## config.mk

```make
export PLATFORM = sky130hd
export DESIGN_NAME = sva_verdict_collector
export DESIGN_NICKNAME = d
export VERILOG_FILES = /design/src/rtl/sva_pkg.sv /design/src/rtl/sva_sat_counter.sv /design/src/rtl/sva_verdict_collector.sv
export SDC_FILE = /design/constraint.sdc
export NUM_CORES = 1
export LEC_CHECK = 0
export ABC_CLOCK_PERIOD_IN_PS = 6670
export CORE_AREA = 2 2 92 94
export DETAILED_ROUTE_END_ITERATION = 12
export DIE_AREA = 0 0 94 96
export DONT_BUFFER_PORTS = 1
export PLACE_DENSITY_LB_ADDON = 0.25
export RECOVER_POWER = 25
export SLEW_MARGIN = 20
export SYNTH_ARGS = -nofsm -noshare
export SYNTH_HDL_FRONTEND = slang
export SYNTH_HIERARCHICAL = 1
export SYNTH_SLANG_ARGS = --single-unit
```

## constraint.sdc

```tcl
create_clock -name clk -period 6.67 [get_ports clk]
set_input_delay 1.0005 -clock clk [delete_from_list [all_inputs] [get_ports clk]]
set_output_delay 1.0005 -clock clk [all_outputs]
set_load 0.02 [all_outputs]
```

## src/rtl/sva_pkg.sv

```systemverilog
// Shared types for the assertion-harness verdict collector.
package sva_pkg;

  typedef enum logic [1:0] {
    IDLE = 2'd0,
    RUN  = 2'd1,
    DONE = 2'd2
  } state_e;

  typedef struct packed {
    logic pass;
    logic vacuous;
    logic aborted;
    logic proto_err;
    logic sat;
  } verdict_t;

endpackage

```

## src/rtl/sva_sat_counter.sv

```systemverilog
// Saturating up-counter with synchronous clear; saturated_c reports the post-edge value at its ceiling.
module sva_sat_counter #(
  parameter int unsigned CNT_W = 16
) (
  input  logic             clk,
  input  logic             rst_n,
  input  logic             clear,
  input  logic             inc,
  output logic [CNT_W-1:0] value,
  output logic [CNT_W-1:0] value_nxt_c,
  output logic             saturated_c
);

  localparam logic [CNT_W-1:0] MAX_VAL = {CNT_W{1'b1}};

  always_comb begin
    value_nxt_c = value;
    if (clear) begin
      value_nxt_c = '0;
    end else if (inc && (value != MAX_VAL)) begin
      value_nxt_c = value + CNT_W'(1);
    end
  end

  // A saturating counter only leaves its ceiling on clear, so this flag is sticky by construction.
  assign saturated_c = (value_nxt_c == MAX_VAL);

  always_ff @(posedge clk or negedge rst_n) begin
    if (!rst_n) begin
      value <= '0;
    end else begin
      value <= value_nxt_c;
    end
  end

endmodule

```

## src/rtl/sva_verdict_collector.sv

```systemverilog
// Observes one checker's match/fail pair over a window, counts attempts and issues a verdict.
module sva_verdict_collector
  import sva_pkg::*;
#(
  parameter int unsigned CNT_W      = 16,
  parameter int unsigned FAIL_LIMIT = 0
) (
  input  logic             clk,
  input  logic             rst_n,
  input  logic             start,
  input  logic             stop,
  input  logic [CNT_W-1:0] window_len,
  input  logic             match,
  input  logic             fail,
  output logic             busy,
  output logic             done,
  output logic             verdict_pass,
  output logic             vacuous,
  output logic             aborted,
  output logic             proto_err,
  output logic [CNT_W-1:0] match_cnt,
  output logic [CNT_W-1:0] fail_cnt,
  output logic             first_fail_valid,
  output logic [CNT_W-1:0] first_fail_time,
  output logic             sat
);

  state_e           state, state_nxt;
  verdict_t         res_q, res_nxt;
  logic [CNT_W-1:0] len_q;
  logic [CNT_W-1:0] cyc_cnt, cyc_nxt, match_nxt, fail_nxt;
  logic [CNT_W-1:0] fft_nxt;
  logic             ffv_nxt, done_nxt;
  logic             cyc_sat, match_sat, fail_sat;
  logic             run, start_acc, match_inc, fail_inc;
  logic             end_len, abort_hit, close;

  assign run       = (state == RUN);
  assign start_acc = start && !run;
  assign match_inc = run && match && !fail;
  assign fail_inc  = run && fail;

  sva_sat_counter #(.CNT_W(CNT_W)) u_cyc_cnt (
    .clk(clk), .rst_n(rst_n), .clear(start_acc), .inc(run),
    .value(cyc_cnt), .value_nxt_c(cyc_nxt), .saturated_c(cyc_sat)
  );

  sva_sat_counter #(.CNT_W(CNT_W)) u_match_cnt (
    .clk(clk), .rst_n(rst_n), .clear(start_acc), .inc(match_inc),
    .value(match_cnt), .value_nxt_c(match_nxt), .saturated_c(match_sat)
  );

  sva_sat_counter #(.CNT_W(CNT_W)) u_fail_cnt (
    .clk(clk), .rst_n(rst_n), .clear(start_acc), .inc(fail_inc),
    .value(fail_cnt), .value_nxt_c(fail_nxt), .saturated_c(fail_sat)
  );

  // Saturated cyc_nxt can only equal a nonzero length the edge it first reaches it, so unbounded windows stay open.
  assign end_len   = (len_q != '0) && (cyc_nxt == len_q);
  assign abort_hit = (FAIL_LIMIT != 0) && (fail_nxt == CNT_W'(FAIL_LIMIT));
  assign close     = run && (stop || end_len || abort_hit);

  always_comb begin
    state_nxt   = state;
    res_nxt     = res_q;
    ffv_nxt     = first_fail_valid;
    fft_nxt     = first_fail_time;
    done_nxt    = 1'b0;
    res_nxt.sat = res_q.sat | cyc_sat | match_sat | fail_sat;
    case (state)
      IDLE, DONE: begin
        if (start) begin
          state_nxt = RUN;
          res_nxt   = '0;
          ffv_nxt   = 1'b0;
          fft_nxt   = '0;
        end
      end
      RUN: begin
        if (fail && match) begin
          res_nxt.proto_err = 1'b1;
        end
        if (fail && !first_fail_valid) begin
          ffv_nxt = 1'b1;
          fft_nxt = cyc_cnt;
        end
        if (close) begin
          state_nxt       = DONE;
          done_nxt        = 1'b1;
          res_nxt.aborted = abort_hit;
          res_nxt.pass    = (fail_nxt == '0) && !res_nxt.proto_err && (match_nxt != '0);
          res_nxt.vacuous = (fail_nxt == '0) && (match_nxt == '0);
        end
      end
      default: state_nxt = IDLE;
    endcase
  end

  always_ff @(posedge clk or negedge rst_n) begin
    if (!rst_n) begin
      state            <= IDLE;
      busy             <= 1'b0;
      done             <= 1'b0;
      res_q            <= '0;
      len_q            <= '0;
      first_fail_valid <= 1'b0;
      first_fail_time  <= '0;
    end else begin
      state            <= state_nxt;
      busy             <= (state_nxt == RUN);
      done             <= done_nxt;
      res_q            <= res_nxt;
      first_fail_valid <= ffv_nxt;
      first_fail_time  <= fft_nxt;
      if (start_acc) begin
        len_q <= window_len;
      end
    end
  end

  assign verdict_pass = res_q.pass;
  assign vacuous      = res_q.vacuous;
  assign aborted      = res_q.aborted;
  assign proto_err    = res_q.proto_err;
  assign sat          = res_q.sat;

endmodule
```

==> metrics.txt <==
status completed; io pins 78; Final Core Density 61.5%; fin crit period 3650 ps; post-synth top area share 47.5%; DRT Wirelength 11,400 microns; RSZ-0062 raised after global routing false; leading area contributor after synthesis dfrtp_1; Max-Cap Viols 0; Setup WS post-layout approximately 3000 ps; sequential-to-total area share from yosys stat 47.5%; syn nets slightly above 500; global-route wire length before repair roughly 18,000 microns; Die ar. 9020 sq um; async set or reset register ratio after synthesis 100%; clock root buffer master clkbuf_8; post-CTS resize count 0; r2r startpoint state[0]; Final HPWL DP ~8400 microns; Clock Path Buffers 2; Overall Power 1.20 mW; Cell Pwr Density 243 nW/um^2; worst hold-check path type input port to asynchronous set/reset pin; clk sinks slightly below 90; crit-path cells nand2_1 -> inv_1 -> buf_4 -> nor2_1 -> xor2_1 -> nor4_1 -> and3_1 -> a21oi_1 -> a211o_1 -> o21ai_1; critical path's slowest cell inv_1; via count about 3,800; CTS tree done; gpl congestion 0.876; overall routing resource usage around a quarter; H-Tree Depth 3; clk_lat worst skew roughly 360 ps; Reg-to-Reg End verdict_pass; Post-CTS Setup Bufs 0; Die Span X 94 microns; most instantiated cells after synthesis dfrtp_1 (89), nand2_1 (56), nor2_1 (47); DRT iter0 DRCs about 160; P_leak roughly 2.0 nW; largest net degree at the start of global routing 90; Initial Util 58.3%; Buffers on Ports 0; EDFF count, synth 0; ys flop type dfrtp_1; Post-CTS Hold Buffers 0; ranking of synthesized cells by area dfrtp_1 (47%), xnor2_1 (4.9%), nand2_1 (4.5%); GRT overflow 0; vias in the first global route between 3,000 and 4,000; area delta synth->final 5.52%; TritonCTS Buffers 9; Post-route DRC 0; Core Region 8050 sq um; Least-Margin Pin Slew 965 ps; R2R depth 11; # setup viols final 0; Critical Path End Type register; WP data arrival roughly 4000 ps; Layout Skew 13.0 ps; Placement Setup Slack 2700 ps; Critical Path Fanout Max 30; Netlist Area Pre-Place roughly 4700 sq um; DR WL/cell 19.4 microns; critical path's largest stage delay 890 ps; layout cell share with drive strength beyond 1 10.4%; Final Slew Violations 0; top-count cell post-synth dfrtp_1; Post-DP Area 4770 sq um; vias per inst 6.41; ant diodes 0; Syn Area/Cell 9.80 sq um; antenna violations before repair 0; row cnt 33; Worst EP required 6950 ps; reg2reg setup slack 3040 ps; Worst slew margin 35.6%; final net count 503; Die Ht 96 microns; Max rail drop VDD 166 uV; Syn. warnings 6; Final period util about 55%; Reg clk slew, reported paths 90 ps; DR pass1 iterations 5; fillers ~670; final hold violation count 0; CP startpoint kind input port; design area 4950 sq um; Crit Path Category input port to register; Sum Neg Setup Slack 0 ps; highest clock rate between 0.2 and 0.3 GHz; distinct cell type count after synthesis 44; post-synthesis register bit count between 80 and 90; antenna viol nets, final 0; Syn Inst Count approximately 480
## stage by stage
stage / cells / hold slack, ps
6_report: 588 / 322
5_1_grt: 588 / 293
4_1_cts: 588 / 307
3_5_place_dp: 572 / 464
3_3_place_gp: 572 / 462
2_1_floorplan: 479 / 438
## flip-flops by register name (all words and copies together), names as in the netlist
| signal | count |
|---|---|
| verdict_pass | 1 |
| u_fail_cnt/value | 16 |
| busy | 1 |
| vacuous | 1 |
| len_q | 16 |
| u_cyc_cnt/value | 16 |
| state | 2 |
| sat | 1 |
| first_fail_valid | 1 |
| u_match_cnt/value | 16 |
| done | 1 |
| first_fail_time | 16 |
| proto_err | 1 |
## per-layer routing
metal / GRT usage [%] / share of wire, % / vias up
li1: - / - / 1772
met1: 33.7 / 42 / 1833
met2: 43.0 / 49 / 140
met3: 6.89 / 7.7 / 23
met4: 9.90 / 1.8 / 0
met5: 0 / 0 / -
## worst max-delay path by stage
stage,slack (ps),cells after the start,start,to
2_1_floorplan,3490,12,start,vacuous
3_3_place_gp,2850,10,start,vacuous
3_5_place_dp,2700,10,start,verdict_pass
4_1_cts,3090,11,state[0],verdict_pass
5_1_grt,2750,11,state[0],verdict_pass
6_report,3020,10,start,verdict_pass
## layout by cell type (no fill, tap or decap), types with 2 or more instances in the layout
cell type,instances
a211oi_1,3
a31oi_1,15
nor4_1,21
dfrtp_1,89
inv_1,7
a41oi_1,3
nor2_2,3
o41ai_1,3
or4_4,6
nor3_1,16
nand2_1,56
a311oi_1,3
ha_1,3
o21bai_1,3
clkinvlp_4,2
or2_2,3
nand4_1,25
mux2_2,16
nand3_1,18
o21ai_0,15
xnor2_1,26
nor3b_1,4
nor2_1,47
clkinv_4,2
or2b_1,3
xor2_1,17
nand4_2,3
nand4b_1,3
a21oi_1,14
and4_1,18
o21ai_1,3
o2111a_1,3
mux2i_1,6
a211oi_2,3
inv_6,2
clkbuf_8,9
## kinds of logic (layout without fill, tap and decap cells)
logic type               count (synthesis)  count (layout)  share of synthesized area, %
AND/OR/NAND/NOR                        230             230                          26.6
multiplexers                            22              22                          5.12
buffers and inverters                   20              24                          1.79
flip-flops                              89              89                          47.5
AO/OA/AOI/OAI                           71              71                          10.1
XOR/XNOR                                43              43                          8.03
other                                    1               1                        0.0799
adder cells (fa/ha/maj)                  3               3                         0.800
## layout make-up
cell class | instances | area, sq um | area share, %
Tap cell | 105 | 131 | 2.65
Multi-Input combinational cell | 370 | 2380 | 48.1
Timing Repair Buffer | 1 | 7.51 | 0.152
Clock inverter | 6 | 50.0 | 1.01
Sequential cell | 89 | 2230 | 45.0
Inverter | 7 | 26.3 | 0.531
Clock buffer | 10 | 128 | 2.58
## critical path: cells and delay by family
kind                   cells  cell delay [ps]
buffers and inverters      2             1300
AO/OA/AOI/OAI              3              520
AND/OR/NAND/NOR            4              930
XOR/XNOR                   1              160
## power breakdown
group	switching (mW)	total (mW)	leakage, nW	internal, mW
Sequential	0.0903	0.683	1.19	0.592
Combinational	0.103	0.183	0.746	0.0801
Clock	0.197	0.336	0.0835	0.139
Total	0.391	1.20	2.02	0.812
Power figures use the tool's default switching activity.
